--- src/rtl/snow64_long_mul_u16_by_u8.sv ---
// rtl/snow64_long_mul_u16_by_u8.sv - sequential radix-16 multiply-accumulate, out = a*b (+c)
// Addend is built only when SNOW64_LONG_MUL_U16_BY_U8_ADDEND_EN is defined.
module snow64_long_mul_u16_by_u8 (
  input  logic        clk,
  input  logic        rst_n,
  input  logic        in_start,
  input  logic [15:0] in_a,
  input  logic [7:0]  in_b,
  input  logic [7:0]  in_c,
  output logic        out_data_valid,
  output logic        out_can_accept_cmd,
  output logic [23:0] out_data
);
  localparam int WIDTH__IN_A     = 16;
  localparam int WIDTH__IN_B     = 8;
  localparam int WIDTH__OUT_DATA = 24;

  typedef enum logic [1:0] {
    StIdle,
    StStarting,
    StWorking,
    StFinishing
  } state_t;

  state_t                       state;
  logic [WIDTH__IN_A-1:0]       cap_a;
  logic [WIDTH__IN_B-1:0]       cap_b;
  logic [11:0]                  mul_table [16];
  logic [WIDTH__OUT_DATA-1:0]   acc;
  logic [1:0]                   nib_idx;
  logic [3:0]                   cur_nib;
  logic [WIDTH__OUT_DATA-1:0]   acc_next;

`ifdef SNOW64_LONG_MUL_U16_BY_U8_ADDEND_EN
  logic [WIDTH__IN_B-1:0]       cap_c;
`else
  logic                         unused_in_c;
  assign unused_in_c = ^in_c;
`endif

  // Multiplicand is consumed MSB nibble first; each step shifts in one table product.
  assign cur_nib  = cap_a[{nib_idx, 2'b00} +: 4];
  assign acc_next = {acc[19:0], 4'b0000} + {12'b0, mul_table[cur_nib]};

  always_ff @(posedge clk or negedge rst_n) begin
    if (!rst_n) begin
      state              <= StIdle;
      cap_a              <= '0;
      cap_b              <= '0;
`ifdef SNOW64_LONG_MUL_U16_BY_U8_ADDEND_EN
      cap_c              <= '0;
`endif
      for (int k = 0; k < 16; k++) mul_table[k] <= '0;
      acc                <= '0;
      nib_idx            <= '0;
      out_data_valid     <= 1'b0;
      out_can_accept_cmd <= 1'b1;
      out_data           <= '0;
    end else begin
      case (state)
        StIdle: begin
          if (in_start) begin
            cap_a              <= in_a;
            cap_b              <= in_b;
`ifdef SNOW64_LONG_MUL_U16_BY_U8_ADDEND_EN
            cap_c              <= in_c;
`endif
            out_data_valid     <= 1'b0;
            out_can_accept_cmd <= 1'b0;
            state              <= StStarting;
          end
        end
        StStarting: begin
          for (int k = 0; k < 16; k++) mul_table[k] <= {4'b0000, cap_b} * 12'(k);
          acc     <= '0;
          nib_idx <= 2'd3;
          state   <= StWorking;
        end
        StWorking: begin
          acc     <= acc_next;
          nib_idx <= nib_idx - 2'd1;
          if (nib_idx == 2'd0) begin
`ifdef SNOW64_LONG_MUL_U16_BY_U8_ADDEND_EN
            state              <= StFinishing;
`else
            out_data           <= acc_next;
            out_data_valid     <= 1'b1;
            out_can_accept_cmd <= 1'b1;
            state              <= StIdle;
`endif
          end
        end
`ifdef SNOW64_LONG_MUL_U16_BY_U8_ADDEND_EN
        StFinishing: begin
          out_data           <= acc + {16'b0, cap_c};
          out_data_valid     <= 1'b1;
          out_can_accept_cmd <= 1'b1;
          state              <= StIdle;
        end
`endif
        default: state <= StIdle;
      endcase
    end
  end
endmodule

--- config.mk ---
export PLATFORM = sky130hd
export DESIGN_NAME = snow64_long_mul_u16_by_u8
export DESIGN_NICKNAME = d
export VERILOG_FILES = /design/src/rtl/snow64_long_mul_u16_by_u8.sv
export SDC_FILE = /design/constraint.sdc
export NUM_CORES = 1
export LEC_CHECK = 0
export CAP_MARGIN = 10
export CORE_UTILIZATION = 60
export CTS_CLUSTER_SIZE = 16
export DETAILED_ROUTE_END_ITERATION = 16
export PLACE_DENSITY = 0.86
export REMOVE_ABC_BUFFERS = 1
export SYNTH_ARGS = -nofsm -noshare
export SYNTH_HDL_FRONTEND = slang
export SYNTH_SLANG_ARGS = --single-unit
--- constraint.sdc ---
create_clock -name clk -period 7.11 [get_ports clk]
set_input_delay 2.133 -clock clk [delete_from_list [all_inputs] [get_ports clk]]
set_output_delay 2.133 -clock clk [all_outputs]
set_load 0.005 [all_outputs]
## Word level (Yosys, flattened, before mapping)

Cells that the tools add are included.

| storage, ports and cells | value |
|---|---|
| register bits | 204 |
| input port bits | 35 |
| output and inout port bits | 26 |

| cells by class | value |
|---|---|
| $add $sub $neg | 2 |
| multiply operators | 11 |
| $lt $le $gt $ge | 1 |
| equality and inequality tests | 4 |
| shift-type cells | 1 |
| mux-type cells | 11 |
| bitwise operators | 1 |
| reduce and logical (&&, ||, !) cells | 8 |

Operator list:

| operator | number |
|---|---|
| $bmux W12 S4 | 1 |
| $mul A8 B4 Y12 const B | 4 |
| $mul A8 B3 Y11 const B | 4 |
| $pmux W20 S2 | 1 |
| $mul A8 B2 Y10 const B | 3 |
| $add A24 B12 Y24 | 1 |
| $mux W12 | 2 |
| $shiftx A16 B5 Y4 | 1 |
| $pmux W2 S3 | 1 |
| $reduce_and A2 Y1 | 3 |
| $ge A5 B5 Y1 const B | 1 |
| $not A4 Y5 | 1 |
| $logic_not A2 Y1 | 2 |
| $mux W2 | 2 |
| $ne A2 B2 Y1 const B | 2 |
| $pmux W2 S2 | 1 |
| $reduce_bool A2 Y1 | 2 |
| $reduce_and A3 Y1 | 1 |
| $eq A2 B1 Y1 const B | 1 |
| $eq A2 B2 Y1 const B | 1 |
| $mux W1 | 2 |
| $pmux W1 S2 | 1 |
| $sub A2 B1 Y2 const B | 1 |

## Logic depth before layout (Yosys ltp)

Gate-level depths: netlist (run 1).

| logic depth | value |
|---|---|
| depth in word-level cells | 7 |
| gate-level depth with buffers | 19 |
| gate-level depth less buffers | 16 |

## Least setup slack after synthesis (run 1)

No wires, ideal clock.

| path | value |
|---|---|
| path type | flip-flop to flip-flop |
| start | register nib_idx[0] |
| end | register out_data[18] |
| setup time | 0.135 ns |
| data arrival time | 3.644 ns |
| setup slack | 3.332 ns |
| cell stages (with the launch flop) | 17 |
| path through | dfrtp_1 buf_6 inv_1 mux2i_2 buf_2 mux4_2 o21ai_0 nor2_1 ha_1 fa_1 a21o_1 a221oi_1 nor2b_1 o22a_1 nand4_1 xnor2_1 o21ai_0 |

| on the way | value |
|---|---|
| cells in the longest elaborated chain, start to end | 6 |
| elaborated cells on any way between the ends | 8 |
| classes of those cells | add/sub (1); shift (1); mux (3); bitwise (1); reduce/logical (2) |

RTL lines:

| element | RTL line | source |
|---|---|---|
| from (decl) | 30 | `logic [1:0] nib_idx;` |
| from (signal assigned) | 81 | `nib_idx <= nib_idx - 2'd1;` |
| $shiftx A16 B5 Y4 | 42 | `assign cur_nib = cap_a[{nib_idx, 2'b00} +: 4];` |
| $not A4 Y5 (implied by the code) | 43 | `assign acc_next = {acc[19:0], 4'b0000} + {12'b0, mul_table[cur_nib]};` |
| $bmux W12 S4 | 43 |  |
| $mux W12 (implied by the code) (2 in a row) | 43 |  |
| $add A24 B12 Y24 | 43 |  |
| to (signal assigned) | 86 | `out_data <= acc_next;` |
| to (decl) | 12 | `output logic [23:0] out_data` |

Parallel ways exist; a longest one is shown, timed or not. The select of a mux whose other input is x is not followed.
A chain may end at the register's enable or synchronous reset.

## Worst setup path after layout (run 1)

| path | value |
|---|---|
| start | register nib_idx[1] |
| end | register acc[14] |

| on the way | value |
|---|---|
| cells in the longest elaborated chain, start to end | 7 |

RTL lines:

| element | RTL line | source |
|---|---|---|
| $shiftx A16 B5 Y4 | 42 |  |
| $not A4 Y5 (implied by the code) | 43 |  |
| $bmux W12 S4 | 43 |  |
| $mux W12 (implied by the code) (2 in a row) | 43 |  |
| $add A24 B12 Y24 | 43 |  |
| $pmux W20 S2 | 60 | `case (state)` |
| to (signal assigned) | 80 | `acc <= acc_next;` |
| to (decl) | 29 | `logic [WIDTH__OUT_DATA-1:0] acc;` |

Every way passes these cells. The select of a mux whose other input is x is not followed.

==> results.cfg, run 1 <==
[run_status]
outcome = completed

[placed_design]
hpwl_mm = 15.38
globalplace.congestion = 0.8494
placed_cells_incl_taps = 1122
place.port_buffers = 52

[synth]
post_synth_instance_area_sq_um = 9764
synthDominantCellAreaShare_pct = 36.90
synth.avg_cell_area_sq_um = 11.10
seq_area_frac_synth_pct = 37.17
synthCells = 880
synth_compound_area_share_pct = 11.57
muxShareOfSynthArea_pct = 17.03
synth_top_cell_by_area = sky130_fd_sc_hd__dfrtp_1
synth_simple_gate_area_share_pct = 6.484
yosysWarningCount = 0
synth.top_cells.by_area = sky130_fd_sc_hd__dfrtp_1 37%, sky130_fd_sc_hd__ha_1 11%, sky130_fd_sc_hd__mux2_2 10%
synth-xor-area-share_pct = 5.472
synth-async-reset-ratio_pct = 100.0
yosys.cell_types.count = 54
yosys_register_bits = 145
synth-edff-count = 0
synth_fa_ha_area_share_pct = 17.81
synth_top_family_by_area = adder cells
yosys_most_used_dff = sky130_fd_sc_hd__dfrtp_1

[route]
drt-total-wl_mm = 21.94
antenna_violating_nets_post_route = 0
dr_total_vias = 7017
detailedRoute.firstPassIterationCount = 5
drt_drc_violations_left = 0
detail_route.vias_per_cell = 6.081
wl_per_cell_um = 19.01
detail_route.iter0.violations = 651

[global_routing]
grt_start_max_net_pins = 104
antenna_found_initial = 0
first_pass_grt_wire_length_mm = 36.19
grt_pass1_vias = 7000
globalRouteTotalUtil_pct = 28.56
grt_overflow = 0

[setup_path]
classification_of_the_worst_setup_path = reg2reg
max_stage_delay_on_crit_path_ns = 0.82
crit_required_ns = 7.39
critPathArrivalTime_ns = 5.21
slowest_cp_cell = sky130_fd_sc_hd__mux2i_2
crit_path_launch_type = flop
setup.worst_path.end_class = flop
biggest_fanout_along_the_worst_timing_path = 16
cp_cell_sequence = mux2i_1, mux2i_2, nor2_1, a21oi_1, o21ai_0, o21ai_0, nor2_1, ha_1, fa_1, a21o_1, a221oi_1, nor2b_1, o22a_1, nand3_1, xnor2_1, o22ai_1

[cts]
clock-sinks = 145
post_cts.resized_instances = 0
cts_buffers = 17
postCtsHoldBufs = 0
tritoncts = yes
ctsLongestPathBuffers = 2
cts-htree-levels = 4
cts.root.buffer_cell = sky130_fd_sc_hd__clkbuf_16
clk_transition_reported_paths_ns = 0.07
post-cts-setup-buffers = 0
clkLatencyLatePin_ns = 0.44

[die]
initial_core_util_pct = 61.47
placementRows = 46
die_y_um = 129.6
design.core.area_sq_um = 15890
dieWidth_um = 129.6
io_pins = 61
fp.dieArea_sq_um = 16790

[finish]
final_stage_net_count = 1078
fin_util_pct = 69.54
area.growth.synth_to_final_pct = 13.13
drive_above_1_share_pct = 16.42
layout_commonest_cell = sky130_fd_sc_hd__dfrtp_1
mostFrequentLayoutCells = 144 x sky130_fd_sc_hd__dfrtp_1, 88 x sky130_fd_sc_hd__mux2_2, 82 x sky130_fd_sc_hd__ha_1
insertedDiodeCount = 0
layoutNonFillerInstCount = 1154

[min_path]
hp-class = reg2reg

[timing]
setup-violations-final = 0
rsz0062_at_grt = no
final.period_utilization_pct = 69.31
clock-skew-final_ns = 0.009379
slew_headroom_pct = 27.00
layout_min_cycle_time_ns = 4.928
worst_pin_slew_ns = 1.095
count_of_pins_over_their_slew_limit = 0
timing.fmax_mhz = 202.9
final-hold-violation-count = 0
finalSetupTns_ns = 0

[run]
cap_viol_max_count = 0
## sequential cells by signal (all words and copies together), names as in the netlist
signal              cells
nib_idx                 2
out_data               24
state                   2
cap_a                  16
mul_table              71
out_can_accept_cmd      1
acc                    20
out_data_valid          1
cap_b                   8
## area by class of cell
cell class | instances | area, sq um
Tap cell | 216 | 270.3
Multi-Input combinational cell | 629 | 5712
Clock buffer | 19 | 442.9
Timing Repair Buffer | 60 | 581.8
Clock inverter | 13 | 140.1
Fill cell | 1134 | 4838
Inverter | 72 | 270.3
Sequential cell | 145 | 3630
## synthesized netlist by cell type, types with 2 or more instances
library cell	instances
sky130_fd_sc_hd__dfrtp_1	144
sky130_fd_sc_hd__mux2_2	88
sky130_fd_sc_hd__ha_1	83
sky130_fd_sc_hd__inv_1	72
sky130_fd_sc_hd__nand2_1	64
sky130_fd_sc_hd__xnor2_1	49
sky130_fd_sc_hd__a21oi_1	46
sky130_fd_sc_hd__o21ai_0	40
sky130_fd_sc_hd__fa_1	35
sky130_fd_sc_hd__nor2_1	32
sky130_fd_sc_hd__a21o_1	26
sky130_fd_sc_hd__o22ai_1	22
sky130_fd_sc_hd__clkbuf_1	18
sky130_fd_sc_hd__mux2i_1	17
sky130_fd_sc_hd__mux4_2	17
sky130_fd_sc_hd__a31oi_1	14
sky130_fd_sc_hd__xor2_1	12
sky130_fd_sc_hd__nand3_1	11
sky130_fd_sc_hd__nor2b_1	10
sky130_fd_sc_hd__buf_1	7
sky130_fd_sc_hd__nand4_1	6
sky130_fd_sc_hd__a31o_2	5
sky130_fd_sc_hd__and3_1	5
sky130_fd_sc_hd__o21bai_1	5
sky130_fd_sc_hd__mux4_1	4
sky130_fd_sc_hd__nand2b_1	4
sky130_fd_sc_hd__o211ai_1	4
sky130_fd_sc_hd__buf_2	3
sky130_fd_sc_hd__buf_4	3
sky130_fd_sc_hd__buf_6	3
sky130_fd_sc_hd__o21a_1	3
sky130_fd_sc_hd__a211oi_1	2
sky130_fd_sc_hd__a21boi_0	2
sky130_fd_sc_hd__a221oi_1	2
sky130_fd_sc_hd__a311oi_1	2
sky130_fd_sc_hd__nor3_1	2
## worst paths after layout
check                             start            end  slack (ns)  cells after the start
min                        out_data[17]   out_data[17]        0.48                      2
max in group asynchronous         rst_n  mul_table[73]        4.17                      2
min reg2reg                out_data[17]   out_data[17]        0.48                      2
max                          nib_idx[1]        acc[14]        2.18                     16
max reg2reg                  nib_idx[1]        acc[14]        2.18                     16
min in group asynchronous         rst_n   mul_table[6]        1.82                      1
## critical path, delay by kind of cell (launching register included)
| family | cells | cell delay [ns] |
|---|---|---|
| muxes | 2 | 1.02 |
| DFF | 1 | 0.65 |
| xor gates and xnor gates | 1 | 0.17 |
| AOI/OAI and AO/OA | 7 | 1.53 |
| adders and majority gates | 2 | 0.61 |
| and+or+nand+nor | 4 | 0.77 |
## cells by family after synthesis
group | after synthesis
adder cells (fa/ha/maj) | 118
buffers and inverters | 106
XOR/XNOR | 61
AND/OR/NAND/NOR | 141
AO/OA/AOI/OAI | 182
multiplexers | 127
flip-flops | 145
## stage by stage
| stage | hold slack [ns] | setup WS (ns) | cell area [sq um] |
|---|---|---|---|
| 2_1_floorplan | 0.4722 | 2.864 | 9599 |
| 4_1_cts | 0.4843 | 2.269 | 11050 |
| 5_1_grt | 0.5088 | 1.870 | 11050 |
| 6_report | 0.4778 | 2.182 | 11050 |
| 3_5_place_dp | 0.4695 | 2.387 | 10460 |
| 3_3_place_gp | 0.4608 | 2.434 | 10460 |
## metal layers
layer	global-route usage, %	routed length, um	vias to the layer above
met4	11.01	681	0
li1	-	-	3223
met3	6.441	1330	59
met2	46.84	10730	275
met1	37.05	9202	3460
met5	0	0	-
Power of run 1 is left out: the tool's default activity adds up to more than one toggle a clock period on the data nets, which glitch-free logic cannot reach.
==> run 2, diff against run 1 <==
==> constraint.sdc (replaced) <==
create_clock -name clk -period 5 [get_ports clk]
set_input_delay 1.5 -clock clk [delete_from_list [all_inputs] [get_ports clk]]
set_output_delay 1.5 -clock clk [all_outputs]
set_load 0.005 [all_outputs]
==> results.cfg, run 2 (synthesized netlist as in run 1, its figures left out) <==
[run_status]
outcome = completed

[timing]
worst_pin_slew_ns = 1.130
layout_min_cycle_time_ns = 4.427
timing.fmax_mhz = 225.9
count_of_pins_over_their_slew_limit = 0
rsz0062_at_grt = no
postLayoutSetupSlackWorst_ns = 0.5731
final.period_utilization_pct = 88.54
setup-violations-final = 0
clock-skew-final_ns = 0.01136
finalSetupTns_ns = 0
slew_headroom_pct = 24.68
final-hold-violation-count = 0

[cts]
cts_buffers = 17
cts-htree-levels = 4
post-cts-setup-buffers = 0
clk_transition_reported_paths_ns = 0.07
clock-sinks = 145
postCtsHoldBufs = 0
post_cts.resized_instances = 0
tritoncts = yes
cts.root.buffer_cell = sky130_fd_sc_hd__clkbuf_16
clkLatencyLatePin_ns = 0.44
ctsLongestPathBuffers = 2

[route]
dr_total_vias = 7066
antenna_violating_nets_post_route = 0
drt_drc_violations_left = 0
detail_route.vias_per_cell = 6.091
drt-total-wl_mm = 22.16
detailedRoute.firstPassIterationCount = 5
detail_route.iter0.violations = 583
wl_per_cell_um = 19.10

[min_path]
min_from = out_data[23]
min_delay_path_depth = 2
hp-class = reg2reg
min_delay_worst_endpoint = out_data[23]

[global_routing]
globalRouteTotalUtil_pct = 28.75
grt_start_max_net_pins = 107
grt_pass1_vias = 7263
first_pass_grt_wire_length_mm = 36.51
antenna_found_initial = 0
grt_overflow = 0

[finish]
layout_commonest_cell = sky130_fd_sc_hd__dfrtp_1
layoutNonFillerInstCount = 1160
area.growth.synth_to_final_pct = 13.45
final_stage_net_count = 1084
max_flop_register = mul_table
largest_register_ff_count = 71
reg_top3 = mul_table: 71 flops, out_data: 24 flops, acc: 20 flops
insertedDiodeCount = 0
drive_above_1_share_pct = 17.06
mostFrequentLayoutCells = 144 x sky130_fd_sc_hd__dfrtp_1, 88 x sky130_fd_sc_hd__mux2_2, 82 x sky130_fd_sc_hd__ha_1

[placed_design]
dp_slack_ns = 0.6746
placed_cells_incl_taps = 1128
globalplace.congestion = 0.8763
place.port_buffers = 52
hpwl_mm = 15.71

[setup_path]
setup.worst_path.end_class = flop
slowest_cp_cell = sky130_fd_sc_hd__mux4_2
max_stage_delay_on_crit_path_ns = 0.68
r2r_setup_slack_ns = 0.57
cp_cell_sequence = mux4_2, buf_4, nor2b_1, a211oi_1, a31oi_1, o22ai_1, nor2_1, ha_1, fa_1, a21o_1, a221oi_1, nor2b_1, o22a_1, xnor2_1, o22ai_1
r2r_end = acc[12]
launch_instance_of_the_worst_register_to_register_path = nib_idx[1]
critPathArrivalTime_ns = 4.70
crit_path_launch_type = flop
crit_required_ns = 5.28
classification_of_the_worst_setup_path = reg2reg
reg2reg_depth = 15
biggest_fanout_along_the_worst_timing_path = 21

[die]
die_y_um = 129.6
io_pins = 61
dieWidth_um = 129.6
placementRows = 46
fp.dieArea_sq_um = 16790
initial_core_util_pct = 61.47
design.core.area_sq_um = 15890

[run]
cap_viol_max_count = 0
[run 2: changes by cell type in the layout (fill, tap and decap cells not counted), sizes merged]
| cell | before | now |
|---|---|---|
| bufinv | 1 | 0 |
| clkinvlp | 2 | 4 |
| inv | 81 | 80 |
| buf | 9 | 15 |
[run 2: cell type report]
class	instances	area [sq um]
sequential	145	3630
tap	216	270.3
timing repair buffer	66	626.9
clock inverter	13	116.4
multi-input combinational	629	5712
inverter	72	270.3
fill	1099	4807
clock buffer	19	452.9
[run 2: worst max path at each step]
| stage | startpoint | to | slack [ns] | cells past startpoint |
|---|---|---|---|---|
| CTS | nib_idx[1] | acc[12] | 0.61 | 15 |
| global route | nib_idx[1] | acc[12] | 0.22 | 14 |
| floorplan | nib_idx[1] | out_data[18] | 0.75 | 16 |
| finish | nib_idx[1] | acc[12] | 0.57 | 15 |
| detailed placement | nib_idx[1] | out_data[14] | 0.67 | 15 |
| global placement | nib_idx[1] | acc[18] | 0.76 | 15 |
[run 2: per-stage QoR]
stage	hold slack (ns)	instance area (sq um)	utilization, %
2_1_floorplan	0.4722	9599	-
3_3_place_gp	0.4601	10510	66.15
3_5_place_dp	0.4700	10510	66.15
4_1_cts	0.4845	11080	69.74
5_1_grt	0.5039	11080	69.74
6_report	0.4807	11080	69.74
[run 2: critical path: cells and delay by family, from the launching register on]
| family | cells | cell delay (ns) |
|---|---|---|
| compound gates | 7 | 1.49 |
| xor+xnor | 1 | 0.30 |
| fa+ha+maj | 2 | 0.61 |
| buf+inv | 1 | 0.27 |
| flops | 1 | 0.63 |
| mux | 1 | 0.68 |
| simple gates | 3 | 0.26 |
[run 2: layer usage]
layer  vias to the layer above  track usage, %  share of wire (%)  wire length, um
li1                       3224               -                  -                -
met1                      3574           35.83                 42             9201
met2                       222           48.00                 50            11160
met3                        46           6.111                5.0             1114
met4                         0           13.47                3.1              684
met5                         -               0                  0                0
Power of run 2 is left out for the same reason.
